## config.mk

```make
export PLATFORM = sky130hd
export DESIGN_NAME = fp_stim_gen
export DESIGN_NICKNAME = d
export VERILOG_FILES = /design/src/rtl/fp_stim_gen.sv
export SDC_FILE = /design/constraint.sdc
export NUM_CORES = 1
export LEC_CHECK = 0
export ABC_AREA = 1
export CORE_MARGIN = 2
export CORE_UTILIZATION = 43
export DETAILED_ROUTE_END_ITERATION = 10
export GPL_ROUTABILITY_DRIVEN = 0
export PLACE_DENSITY = 0.66
export SLEW_MARGIN = 40
export SYNTH_ARGS = -nofsm -noshare
export SYNTH_HDL_FRONTEND = slang
export SYNTH_SLANG_ARGS = --single-unit
```

## constraint.sdc

```tcl
create_clock -name clk -period 4.5 [get_ports clk]
set_input_delay 1.125 -clock clk [delete_from_list [all_inputs] [get_ports clk]]
set_output_delay 1.125 -clock clk [all_outputs]
set_load 0.02 [all_outputs]
```

## src/rtl/fp_stim_gen.sv

```systemverilog
// Floating-point operand sequencer: emits num_vectors (a, b, operation_select) vectors for an FP add/sub datapath.
// Latency: out_valid rises 2 cycles after start is accepted; at most one vector every 2 cycles.
// Backpressure: a vector is held stable until out_valid & out_ready; start is ignored while busy.
//
// Ports: clk/rst_n (async active-low); start + mode_a/mode_b/op_mode/order/num_vectors/fixed_a/fixed_b
// configuration (latched on start); a/b/operation_select/out_valid/out_ready vector handshake;
// vec_idx, busy and done run status.
module fp_stim_gen #(
    parameter int               WIDTH     = 32,
    parameter int               EXP_BITS  = 8,
    parameter int               MANT_BITS = 23,
    parameter int               CNT_W     = 16,
    parameter logic [WIDTH-1:0] LFSR_TAPS = 32'h8020_0003,
    parameter logic [WIDTH-1:0] SEED      = 32'h0000_0001
) (
    input  logic             clk,
    input  logic             rst_n,
    input  logic             start,
    input  logic [3:0]       mode_a,
    input  logic [3:0]       mode_b,
    input  logic [1:0]       op_mode,
    input  logic [1:0]       order,
    input  logic [CNT_W-1:0] num_vectors,
    input  logic [WIDTH-1:0] fixed_a,
    input  logic [WIDTH-1:0] fixed_b,
    output logic [WIDTH-1:0] a,
    output logic [WIDTH-1:0] b,
    output logic             operation_select,
    output logic             out_valid,
    input  logic             out_ready,
    output logic [CNT_W-1:0] vec_idx,
    output logic             busy,
    output logic             done
);

    // An all-zero LFSR would lock up, so a zero seed is replaced by 1.
    localparam logic [WIDTH-1:0] LFSR_INIT =
        (SEED == '0) ? {{(WIDTH-1){1'b0}}, 1'b1} : SEED;

    typedef enum logic [1:0] {
        S_IDLE,
        S_GEN,
        S_PRESENT,
        S_DONE
    } state_t;

    state_t state, state_nxt;

    logic [3:0]       cfg_mode_a;
    logic [3:0]       cfg_mode_b;
    logic [1:0]       cfg_op;
    logic [1:0]       cfg_order;
    logic [CNT_W-1:0] cfg_num;
    logic [WIDTH-1:0] cfg_fixed_a;
    logic [WIDTH-1:0] cfg_fixed_b;
    logic [WIDTH-1:0] lfsr;

    logic [WIDTH-1:0] r1, r2;
    logic [WIDTH-1:0] cls_a, cls_b;
    logic [WIDTH-1:0] a_nxt, b_nxt;
    logic             op_nxt;
    logic             last_vec;

    function automatic logic [WIDTH-1:0] lfsr_step(input logic [WIDTH-1:0] s);
        return (s >> 1) ^ (s[0] ? LFSR_TAPS : '0);
    endfunction

    // Operand class encoder; every field is assembled from EXP_BITS/MANT_BITS so
    // non-binary32 formats get the right special values.
    function automatic logic [WIDTH-1:0] class_val(input logic [3:0]       mode,
                                                   input logic [WIDTH-1:0] r,
                                                   input logic [WIDTH-1:0] fixed_v);
        logic                 sgn;
        logic [EXP_BITS-1:0]  ex;
        logic [MANT_BITS-1:0] mt;
        logic [WIDTH-1:0]     res;
        sgn = 1'b0;
        ex  = '0;
        mt  = '0;
        res = '0;
        case (mode)
            4'd1: res = r;
            4'd2: begin
                ex = '1;
                mt[MANT_BITS-1] = 1'b1;
                res = {sgn, ex, mt};
            end
            4'd3, 4'd4: begin
                sgn = (mode == 4'd4);
                ex  = '1;
                res = {sgn, ex, mt};
            end
            4'd5, 4'd6: begin
                sgn   = (mode == 4'd6);
                ex    = '1;
                ex[0] = 1'b0;
                mt    = '1;
                res   = {sgn, ex, mt};
            end
            4'd7, 4'd8: begin
                sgn   = (mode == 4'd8);
                ex[0] = 1'b1;
                res   = {sgn, ex, mt};
            end
            4'd9, 4'd10: begin
                sgn   = (mode == 4'd10);
                mt[0] = 1'b1;
                res   = {sgn, ex, mt};
            end
            4'd11: begin
                // Exponent just above bias with a small random offset, three random
                // mantissa MSBs: values land in a narrow positive range.
                ex[EXP_BITS-1]            = 1'b1;
                ex[1:0]                   = r[1:0];
                mt[MANT_BITS-1 -: 3]      = r[4:2];
                res = {sgn, ex, mt};
            end
            4'd12:   res = fixed_v;
            default: res = '0;
        endcase
        return res;
    endfunction

    always_comb begin
        r1     = lfsr_step(lfsr);
        r2     = lfsr_step(r1);
        cls_a  = class_val(cfg_mode_a, r1, cfg_fixed_a);
        cls_b  = class_val(cfg_mode_b, r2, cfg_fixed_b);
        a_nxt  = cls_a;
        b_nxt  = cls_b;
        if ((cfg_order == 2'd1 && cls_a < cls_b) ||
            (cfg_order == 2'd2 && cls_a > cls_b)) begin
            a_nxt = cls_b;
            b_nxt = cls_a;
        end
        case (cfg_op)
            2'd0:    op_nxt = 1'b0;
            2'd1:    op_nxt = 1'b1;
            default: op_nxt = r1[0] ^ r2[WIDTH-1];
        endcase
    end

    assign last_vec = (vec_idx == cfg_num - CNT_W'(1));

    always_ff @(posedge clk or negedge rst_n) begin
        if (!rst_n) begin
            state <= S_IDLE;
        end else begin
            state <= state_nxt;
        end
    end

    always_comb begin
        state_nxt = state;
        case (state)
            S_IDLE: begin
                if (start) begin
                    state_nxt = (num_vectors != '0) ? S_GEN : S_DONE;
                end
            end
            S_GEN:     state_nxt = S_PRESENT;
            S_PRESENT: begin
                if (out_ready) begin
                    state_nxt = last_vec ? S_DONE : S_GEN;
                end
            end
            S_DONE:    state_nxt = S_IDLE;
            default:   state_nxt = S_IDLE;
        endcase
    end

    assign done = (state == S_DONE);

    always_ff @(posedge clk or negedge rst_n) begin
        if (!rst_n) begin
            a                <= '0;
            b                <= '0;
            operation_select <= 1'b0;
            out_valid        <= 1'b0;
            vec_idx          <= '0;
            busy             <= 1'b0;
            lfsr             <= LFSR_INIT;
            cfg_mode_a       <= '0;
            cfg_mode_b       <= '0;
            cfg_op           <= '0;
            cfg_order        <= '0;
            cfg_num          <= '0;
            cfg_fixed_a      <= '0;
            cfg_fixed_b      <= '0;
        end else begin
            case (state)
                S_IDLE: begin
                    if (start) begin
                        cfg_mode_a  <= mode_a;
                        cfg_mode_b  <= mode_b;
                        cfg_op      <= op_mode;
                        cfg_order   <= order;
                        cfg_num     <= num_vectors;
                        cfg_fixed_a <= fixed_a;
                        cfg_fixed_b <= fixed_b;
                        busy        <= 1'b1;
                        vec_idx     <= '0;
                    end
                end
                S_GEN: begin
                    // LFSR advances every GEN even if neither operand is random.
                    lfsr             <= r2;
                    a                <= a_nxt;
                    b                <= b_nxt;
                    operation_select <= op_nxt;
                    out_valid        <= 1'b1;
                end
                S_PRESENT: begin
                    if (out_ready) begin
                        out_valid <= 1'b0;
                        // Holding vec_idx on the last vector keeps it from wrapping
                        // when num_vectors is the counter maximum.
                        if (!last_vec) begin
                            vec_idx <= vec_idx + CNT_W'(1);
                        end
                    end
                end
                S_DONE: begin
                    busy <= 1'b0;
                end
                default: ;
            endcase
        end
    end

endmodule

```

* Word-level counts from Yosys, hierarchy flattened
Cells that the tools add are included.
** Word-level totals
- Register bits :: 209
- Input port bits :: 96
- Output and inout port bits :: 84
- Logic and storage cells :: 98
** Operators by class
- $add $sub $neg :: 2
- Magnitude comparators :: 2
- Equality and inequality tests :: 34
- Multiplexer cells :: 20
- Bitwise operators :: 3
- Reduce and logical (&&, ||, !) cells :: 22
** Operators by type and width (number)
- $pmux W32 S8 :: 2
- $mux W32 :: 4
- $xor A31 B32 Y32 :: 2
- $mux W16 :: 3
- $eq A4 B4 Y1 const B :: 10
- $eq A4 B3 Y1 const B :: 8
- $gt A32 B32 Y1 :: 1
- $lt A32 B32 Y1 :: 1
- $pmux W16 S2 :: 1
- $add A16 B1 Y16 const B :: 1
- $eq A16 B16 Y1 :: 1
- $eq A4 B2 Y1 const B :: 4
- $reduce_bool A16 Y1 :: 1
- $reduce_or A2 Y1 :: 8
- $sub A16 B1 Y16 const B :: 1
- $eq A4 B1 Y1 const B :: 2
- $mux W2 :: 4
- $pmux W2 S4 :: 1
- $reduce_and A2 Y1 :: 4
- $eq A2 B1 Y1 const B :: 3
- $eq A2 B2 Y1 const B :: 3
- $ne A2 B2 Y1 const B :: 3
- $pmux W1 S2 :: 3
- $reduce_bool A2 Y1 :: 3
- 6 further kinds :: 9

* Logic depth before layout (Yosys ltp)
- Depth after elaboration :: 9
- Mapped depth :: 25
- Mapped depth without buffers :: 24

* Least setup slack after synthesis
Ideal clock, no wire load.
- Kind :: register to register
- Start :: register cfg_mode_a[1]
- End :: register a[24]
- Setup time :: 118 ps
- Arrival time :: 2869 ps
- Data required time :: 4382 ps
- Setup slack :: 1513 ps
- Cell stages (with the launch flop) :: 21
- Path buffers :: 3
- Period minus slack after synthesis :: 2987 ps
- Path through :: dfrtp_1 -> nor2_2 -> nand3_2 -> inv_2 -> clkbuf_1 -> a221oi_1 -> inv_1 -> ha_1 -> a21o_1 -> nor2_1 -> nand2_1 -> nand2_1 -> nand2_1 -> nand2_1 -> nand2_1 -> nand2_1 -> buf_2 -> clkbuf_1 -> nand3_1 -> nand3_1 -> nand2_1
** Between the ends
- Word-level cells in the longest chain between the ends :: 7
- Elaborated cells on any way between the ends :: 23
- Classes of those cells :: order compare: 2; eq/ne: 12; mux: 2; reduce/logical: 7
** Ends and longest elaborated chain
- from (decl) :: line 49 : logic [3:0] cfg_mode_a;
- from (signal assigned) :: line 194 : cfg_mode_a <= mode_a;
- $eq A4 B4 Y1, or another cell as far along
- $reduce_or A2 Y1
- $pmux W32 S8 * :: line 81 : case (mode)
- $lt A32 B32 Y1 or $gt A32 B32 Y1 (tied branches) :: line 131, 132
- $logic_and A1 B1 Y1 (on tied branches) :: line 131, 132
- $logic_or A1 B1 Y1 :: line 131 : if ((cfg_order == 2'd1 && cls_a < cls_b) ||
- $mux W32 * :: line 131
- to (signal assigned) :: line 208 : a <= a_nxt;
- to (decl) :: line 26 : output logic [WIDTH-1:0] a,
Mark *: on every way between the ends. The rest lies on a longest branch, timed or not.
A chain may end at the register's enable or synchronous reset.

* Worst setup path after layout
- Start :: register cfg_mode_b[1]
- End :: register b[31]
** Between the ends
- Word-level cells in the longest chain between the ends :: 7
- Elaborated cells on any way between the ends :: 23
- Classes of those cells :: order compare: 2; eq/ne: 12; mux: 2; reduce/logical: 7
** Ends and longest elaborated chain
- from (decl) :: line 50 : logic [3:0] cfg_mode_b;
- from (signal assigned) :: line 195 : cfg_mode_b <= mode_b;
- $eq A4 B4 Y1, or another cell as far along
- $reduce_or A2 Y1
- $pmux W32 S8 * :: line 81
- $lt A32 B32 Y1 or $gt A32 B32 Y1 (tied branches) :: line 131, 132
- $logic_and A1 B1 Y1 (on tied branches) :: line 131, 132
- $logic_or A1 B1 Y1 :: line 131
- $mux W32 * :: line 131
- to (signal assigned) :: line 209 : b <= b_nxt;
- to (decl) :: line 27 : output logic [WIDTH-1:0] b,
Marked as above.

==> results_dict.tcl <==
set metrics [dict create \
    status "completed" \
    vias 10541 \
    synth_top_area_share_pct 44.3 \
    syn_area_mm2 0.0118 \
    hpwl_mm 24.0 \
    antenna_found_initial 4 \
    hold_viol 0 \
    tightest_slew_ns 0.840 \
    setup-tns-final_ns 0 \
    grt_pass1_wl_mm 53.1 \
    place_area_mm2 0.0139 \
    critPathMaxFanout 64 \
    synth-edff-count 0 \
    peakVddDrop_mv 0.711 \
    rr_endpoint "b[31]$_DFFE_PN0P_" \
    ff_latch_area_mm2 0.00523 \
    slew_headroom_pct 44.0 \
    clkTransAtPathRegs_ns 0.07 \
    die_h_um 169 \
    syn_to_final_growth_pct 24.9 \
    die_area_mm2 0.0287 \
    die_w_um 169 \
    drv_slew 0 \
    nFillCells 2486 \
    gr-usage-met3_pct 5.74 \
    yosys-top-cells-area "dfrtp_1, nand2_1, nand3_1" \
    numPortBuffers 179 \
    grt_max_degree 109 \
    overflow 0 \
    criticalPathCategory "register to register" \
    cpMostUsedCell "nand2_1" \
    cts_tree "yes" \
    worst_path_max_delay_cell "a221oi_1" \
    ff2ff_setup_slack_ns 0.44 \
    numCtsBuffers 24 \
    drt_pass1_iterations 5 \
    skew_ns 0.0194 \
    synth_fp_nets 1575 \
    grt_pass1_vias 9938 \
    diodes 0 \
    use_met2_pct 34.8 \
    grt_usage_pct 23.1 \
    initial_core_util_pct 43.7 \
    hold_path_class "input port to asynchronous set/reset pin" \
    finalSetupViolations 0 \
    clkSinkCount 209 \
    busiest_layer "met2" \
    wl_per_cell_um 17.2 \
    cts_htree_levels 1 \
    ff2ff_path_depth 17 \
    std_cell_rows 60 \
    grt_util_met1_pct 32.8 \
    remaining_drc_errors 0 \
    post_cts.repair.setup_buffers 0 \
    endpoint "b[31]$_DFFE_PN0P_" \
    drtIter0Drc 848 \
    drt-total-wl_mm 33.7 \
    ys_ff_latch 209 \
    antenna_left 0 \
    syn_inst 1445 \
    yosysWarningCount 0 \
    multiInputGateArea_mm2 0.00574 \
    clkLatencyLatePin_ns 0.53 \
    crit_chain "inv_1 -> nand3_1 -> buf_4 -> inv_1 -> a221oi_1 -> ha_1 -> a21oi_1 -> o21ai_0 -> a21oi_1 -> nand2_1 -> nand2_1 -> nand2_1 -> nand2_2 -> buf_4 -> nand3_1 -> nand3_1 -> nand2_1" \
    required_ns 4.91 \
    yosysSeqAreaShare_pct 44.5 \
    start_kind "register" \
    ctsResizeCount 0 \
    synth.distinct_cells 46 \
    arrival_ns 4.47 \
    num-nets-final 1727 \
    max_freq_ghz 0.246 \
    vias_per_cell 5.39 \
    clockBufferDepth 3 \
    critical-path-max-stage-delay_ns 0.78 \
    synth_flop_cell "dfrtp_1" \
    reg2reg_from "cfg_mode_b[1]$_DFFE_PN0P_" \
    top_level_ports 180 \
    final_area_mm2 0.0147 \
    core_area_mm2 0.0269 \
    syn_avg_cell_area_um2 8.13 \
    power_leakage_nw 7.14 \
    timing.final.crit_share_pct 90.2 \
    maxCapViolations 0 \
    rsz0062_at_grt "false" \
    yosysTopAreaCell "dfrtp_1" \
    cp-startpoint "cfg_mode_b[1]$_DFFE_PN0P_" \
    drive_gt1_share_pct 12.0 \
    synthArstFlopShare_pct 100 \
    p_per_area_mw_per_mm2 903 \
    cts_hold_buf 0 \
    root_buffer "clkbuf_16" \
    endpoint_kind "register" \
    fin_crit_ns 4.06 \
]
==> per-stage QoR <==
step	setup WS (ns)	power (mW)	instances	utilization [%]	hold slack, ns
final	0.441	13.2	1956	54.6	0.428
after global routing	0.184	14.4	1956	54.6	0.431
after CTS	0.474	13.2	1955	54.5	0.481
after detailed placement	0.513	11.3	1911	51.6	0.465
after global placement	0.610	11.0	1911	51.5	0.461
after floorplan	1.51	8.96	1445	-	0.453
==> flip-flops by register name, indices dropped and copies added (netlist names) <==
signal,count
cfg_fixed_b,32
cfg_mode_a,4
operation_select,1
busy,1
cfg_num,16
cfg_order,2
out_valid,1
state,2
b,32
vec_idx,16
cfg_op,2
a,32
cfg_fixed_a,32
lfsr,32
cfg_mode_b,4
==> layer usage <==
| metal | routed length, um | share of wire [%] | vias to the layer above |
|---|---|---|---|
| li1 | - | - | 5071 |
| met1 | 15000 | 44 | 5005 |
| met2 | 14800 | 44 | 402 |
| met3 | 2920 | 8.7 | 57 |
| met4 | 962 | 2.9 | 6 |
| met5 | 45 | 0.13 | - |
==> power by group <==
part           internal, mW  total [mW]  switching, mW
Clock                  1.13        1.93          0.795
Sequential             2.60        3.11          0.506
Combinational          2.94        8.21           5.27
==> final cells by class <==
class / count / share of cell area, %
Multi-Input combinational cell: 1032 / 39.1
Sequential cell: 209 / 35.6
Timing Repair Buffer: 199 / 13.7
Clock buffer: 38 / 5.07
Inverter: 131 / 3.35
Tap cell: 341 / 2.91
Clock inverter: 6 / 0.230
==> cell families (layout without fill, tap and decap cells) <==
logic type,Yosys count,count (layout),synth area share [%]
multiplexers,62,62,5.94
XOR/XNOR,31,31,2.31
flip-flops,209,209,44.5
buffers and inverters,204,374,7.03
adder cells (fa/ha/maj),34,34,3.62
AND/OR/NAND/NOR,758,758,28.5
AO/OA/AOI/OAI,147,147,8.12
==> cell usage after synthesis, types with 2 or more instances <==
cell type and count:
nor2_4 4, buf_6 2, buf_1 12, nand2_4 2, nand2_1 409, o21a_1 2
nand2_2 26, dfrtp_1 208, o211ai_1 2, nor2_2 12, nor4_1 7, nor3_1 15
nand4_1 9, nor2_1 94, xnor2_1 8, xor2_1 23, o21ai_0 43, o22ai_1 5
a221oi_1 38, nand3_2 4, a211oi_1 11, buf_2 23, nand3b_1 5, inv_1 123
o21ai_2 4, mux2_2 62, clkbuf_1 35, nand3_1 163, nor3_2 2, ha_1 34
inv_2 8, a21oi_1 36
==> worst min path at each step <==
stage                     slack [ns]                 start  cells past startpoint                   end
final                           0.43                 rst_n                      1     a[15]$_DFFE_PN0P_
after global routing            0.43                 rst_n                      1     a[15]$_DFFE_PN0P_
after CTS                       0.48     b[21]$_DFFE_PN0P_                      2     b[21]$_DFFE_PN0P_
after detailed placement        0.47     b[21]$_DFFE_PN0P_                      2     b[21]$_DFFE_PN0P_
after global placement          0.46  lfsr[25]$_DFFE_PN0P_                      2  lfsr[23]$_DFFE_PN0P_
after floorplan                 0.45  lfsr[25]$_DFFE_PN0P_                      2  lfsr[23]$_DFFE_PN0P_
==> cells in the final DEF (no fill, tap or decap), types with 23 or more instances in the layout <==
cell type	n
nand2_2	28
a221oi_1	38
dfrtp_1	208
nand2_1	406
nor2_1	93
a21oi_1	36
clkbuf_16	25
o21ai_0	43
clkdlybuf4s50_1	178
inv_1	123
ha_1	34
xor2_1	23
nand3_1	162
mux2_2	62
==> critical path, delay by kind of cell (launching register included) <==
kind                     cells  cell delay, ns
AO/OA/AOI/OAI                4            1.16
adder cells (fa/ha/maj)      1            0.38
buffers and inverters        4            1.15
flip-flops                   1            0.38
AND/OR/NAND/NOR              8            0.82
No activity file was read; power rests on OpenSTA's default activity.
==> RTL change, RTL diff (same flow settings) <==
The parameter `LFSR_TAPS` goes from 32'h8020_0003 to 32'h80000000.
--- a/src/rtl/fp_stim_gen.sv
+++ b/src/rtl/fp_stim_gen.sv
@@ -12,3 +12,3 @@
     parameter int               CNT_W     = 16,
-    parameter logic [WIDTH-1:0] LFSR_TAPS = 32'h8020_0003,
+    parameter logic [WIDTH-1:0] LFSR_TAPS = 32'h80000000,
     parameter logic [WIDTH-1:0] SEED      = 32'h0000_0001
Formal check against the unedited RTL: not equivalent (Yosys sat finds a counterexample within 4 cycles, from zero or initial values and one cycle with rst_n low).
==> RTL change against the unedited design <==
- clock skew shrank 0.011 ns
- setup slack better by 0.085 ns
- synthesized area fell by 1.9%
- highest routed layer is now met4
- count of clock-buffer cells in the layout rose by 2
- largest cell class unchanged
- routed wire length shrank 4.3%
- power fell by 1.5%
- sequential share of layout area is 0.58 points higher
- critical endpoint is now b[10]
- sequential cell count stayed put
- design area down 1.6%
==> RTL change: results (changes against the unedited design) <==
Final #Nets=1671 (-3.2%); worst vdd ir=564 uV (-21%); Yosys cell types=43 (-6.5%); status=finished clean; Layout Skew=0.00791 ns (-0.0115 ns); via count=10100 (-4.3%); post-detail-place hpwl=22.8 mm (-5.3%); share of cells above drive strength 1=10.5% (-1.5 points); Top FF cell, synth=dfrtp_1; Post-synth top cells=nand2_1 (402), dfrtp_1 (208), nand3_1 (167); fill count=2379 (-4.3%); Area after DPL=13600 sq um (-1.7%); Rel. slew slack=42.8% (-1.2 points); CP Data Arrival Time=4.38 ns (-0.09 ns); Overall Global Routing Usage=23.0% (-0.11 points); final wirelength=32.2 mm (-4.3%); initial antenna violation count=0 (-4); Root Driver=clkbuf_16; P_leak=0.00703 uW (-1.5%); largest net degree at the start of global routing=115 (+5.5%); CP max FO=64 (unchanged); most area-consuming cells after synthesis=dfrtp_1 (45%), nand2_1 (13%), nand3_1 (7.3%); drt first-iter violations=876 (+3.3%); hold crit path type=reg -> reg; global-route wire length before repair=52.5 mm (-1.1%); Seq/Total Area, Yosys=45.4% (+0.88 points); Post-CTS Setup Inserts=0 (unchanged); post-cts resize count=0 (unchanged); yosys warns=0 (unchanged); vias in the first global route=9926 (-0.12%); Synthesized Nets=1520 (-3.5%)
-- RTL change: cell count changes after synthesis, sizes merged, moves of 3 or more --
cell / delta
nand2: -32
inv: -17
mux2: +11
o21ai: -9
clkbuf: -6
xnor2: +5
nand3b: -4
nor2: -4
a211oi: -3
nand4: -3
nor3: +3
-- RTL change: worst max-delay path: stages, from the launching register on --
cell and delay, ns:
dfrtp_1 0.40, nor2_1 0.21, nand3_1 0.11, buf_4 0.20
inv_1 0.58, a221oi_1 0.29, inv_1 0.11, ha_1 0.24
a21oi_1 0.16, o21ai_0 0.15, a21oi_1 0.17, nand2_1 0.07
nand2_1 0.09, nand2_1 0.07, nand2_2 0.07, buf_4 0.52
nand3_1 0.17, nand3_1 0.15, nand2_1 0.06
-- RTL change: report_power, final --
part / switching, uW / internal [uW] / leakage [uW]
logic: 4950 / 2950 / 0.00401
clock network: 767 / 1240 / 0.000400
registers: 548 / 2600 / 0.00262
-- RTL change: final timing paths --
kind                          startpoint           to  slack (ns)  cells after the start
setup / recovery           cfg_mode_a[3]        b[10]        0.53                     18
hold / removal                      b[4]         b[4]        0.48                      2
setup reg to reg           cfg_mode_a[3]        b[10]        0.53                     18
hold reg to reg                     b[4]         b[4]        0.48                      2
max in group asynchronous          rst_n     lfsr[24]        2.86                      2
min in group asynchronous          rst_n  vec_idx[10]        0.58                      1
-- RTL change: final cells by class --
type | instances | area [sq um] | share of cell area, %
Timing Repair Buffer | 194 | 1960 | 13.6
Clock buffer | 40 | 752 | 5.21
Inverter | 114 | 430 | 2.98
Tap cell | 335 | 419 | 2.90
Sequential cell | 209 | 5230 | 36.2
Multi-Input combinational cell | 998 | 5580 | 38.6
Clock inverter | 3 | 65.1 | 0.450
-- RTL change: cell families after synthesis --
logic type | count (synthesis) | share of synthesized area, %
xor gates and xnor gates | 35 | 2.66
DFF | 209 | 45.4
muxes | 73 | 7.13
and+or+nand+nor | 724 | 26.7
buffers and inverters | 183 | 6.45
adders and majority gates | 34 | 3.69
AOI/OAI and AO/OA | 132 | 7.98
-- RTL change: per-layer routing --
layer | vias to the layer above | wire length [um] | global-route usage [%]
li1 | 4908 | - | -
met1 | 4827 | 14800 | 32.4
met2 | 305 | 14600 | 36.7
met3 | 52 | 1950 | 3.83
met4 | 0 | 875 | 6.88
met5 | - | 0 | 0
-- RTL change: per-stage QoR --
step                hold slack (ns)  util (%)  std cells  setup slack [ns]
finish                        0.477      55.1       1893             0.526
global route                  0.509      55.1       1893             0.188
CTS                           0.482      55.1       1893             0.606
detailed placement            0.466      52.0       1850             0.654
global placement              0.462      52.0       1850             0.735
floorplan                     0.453         -       1390              1.57
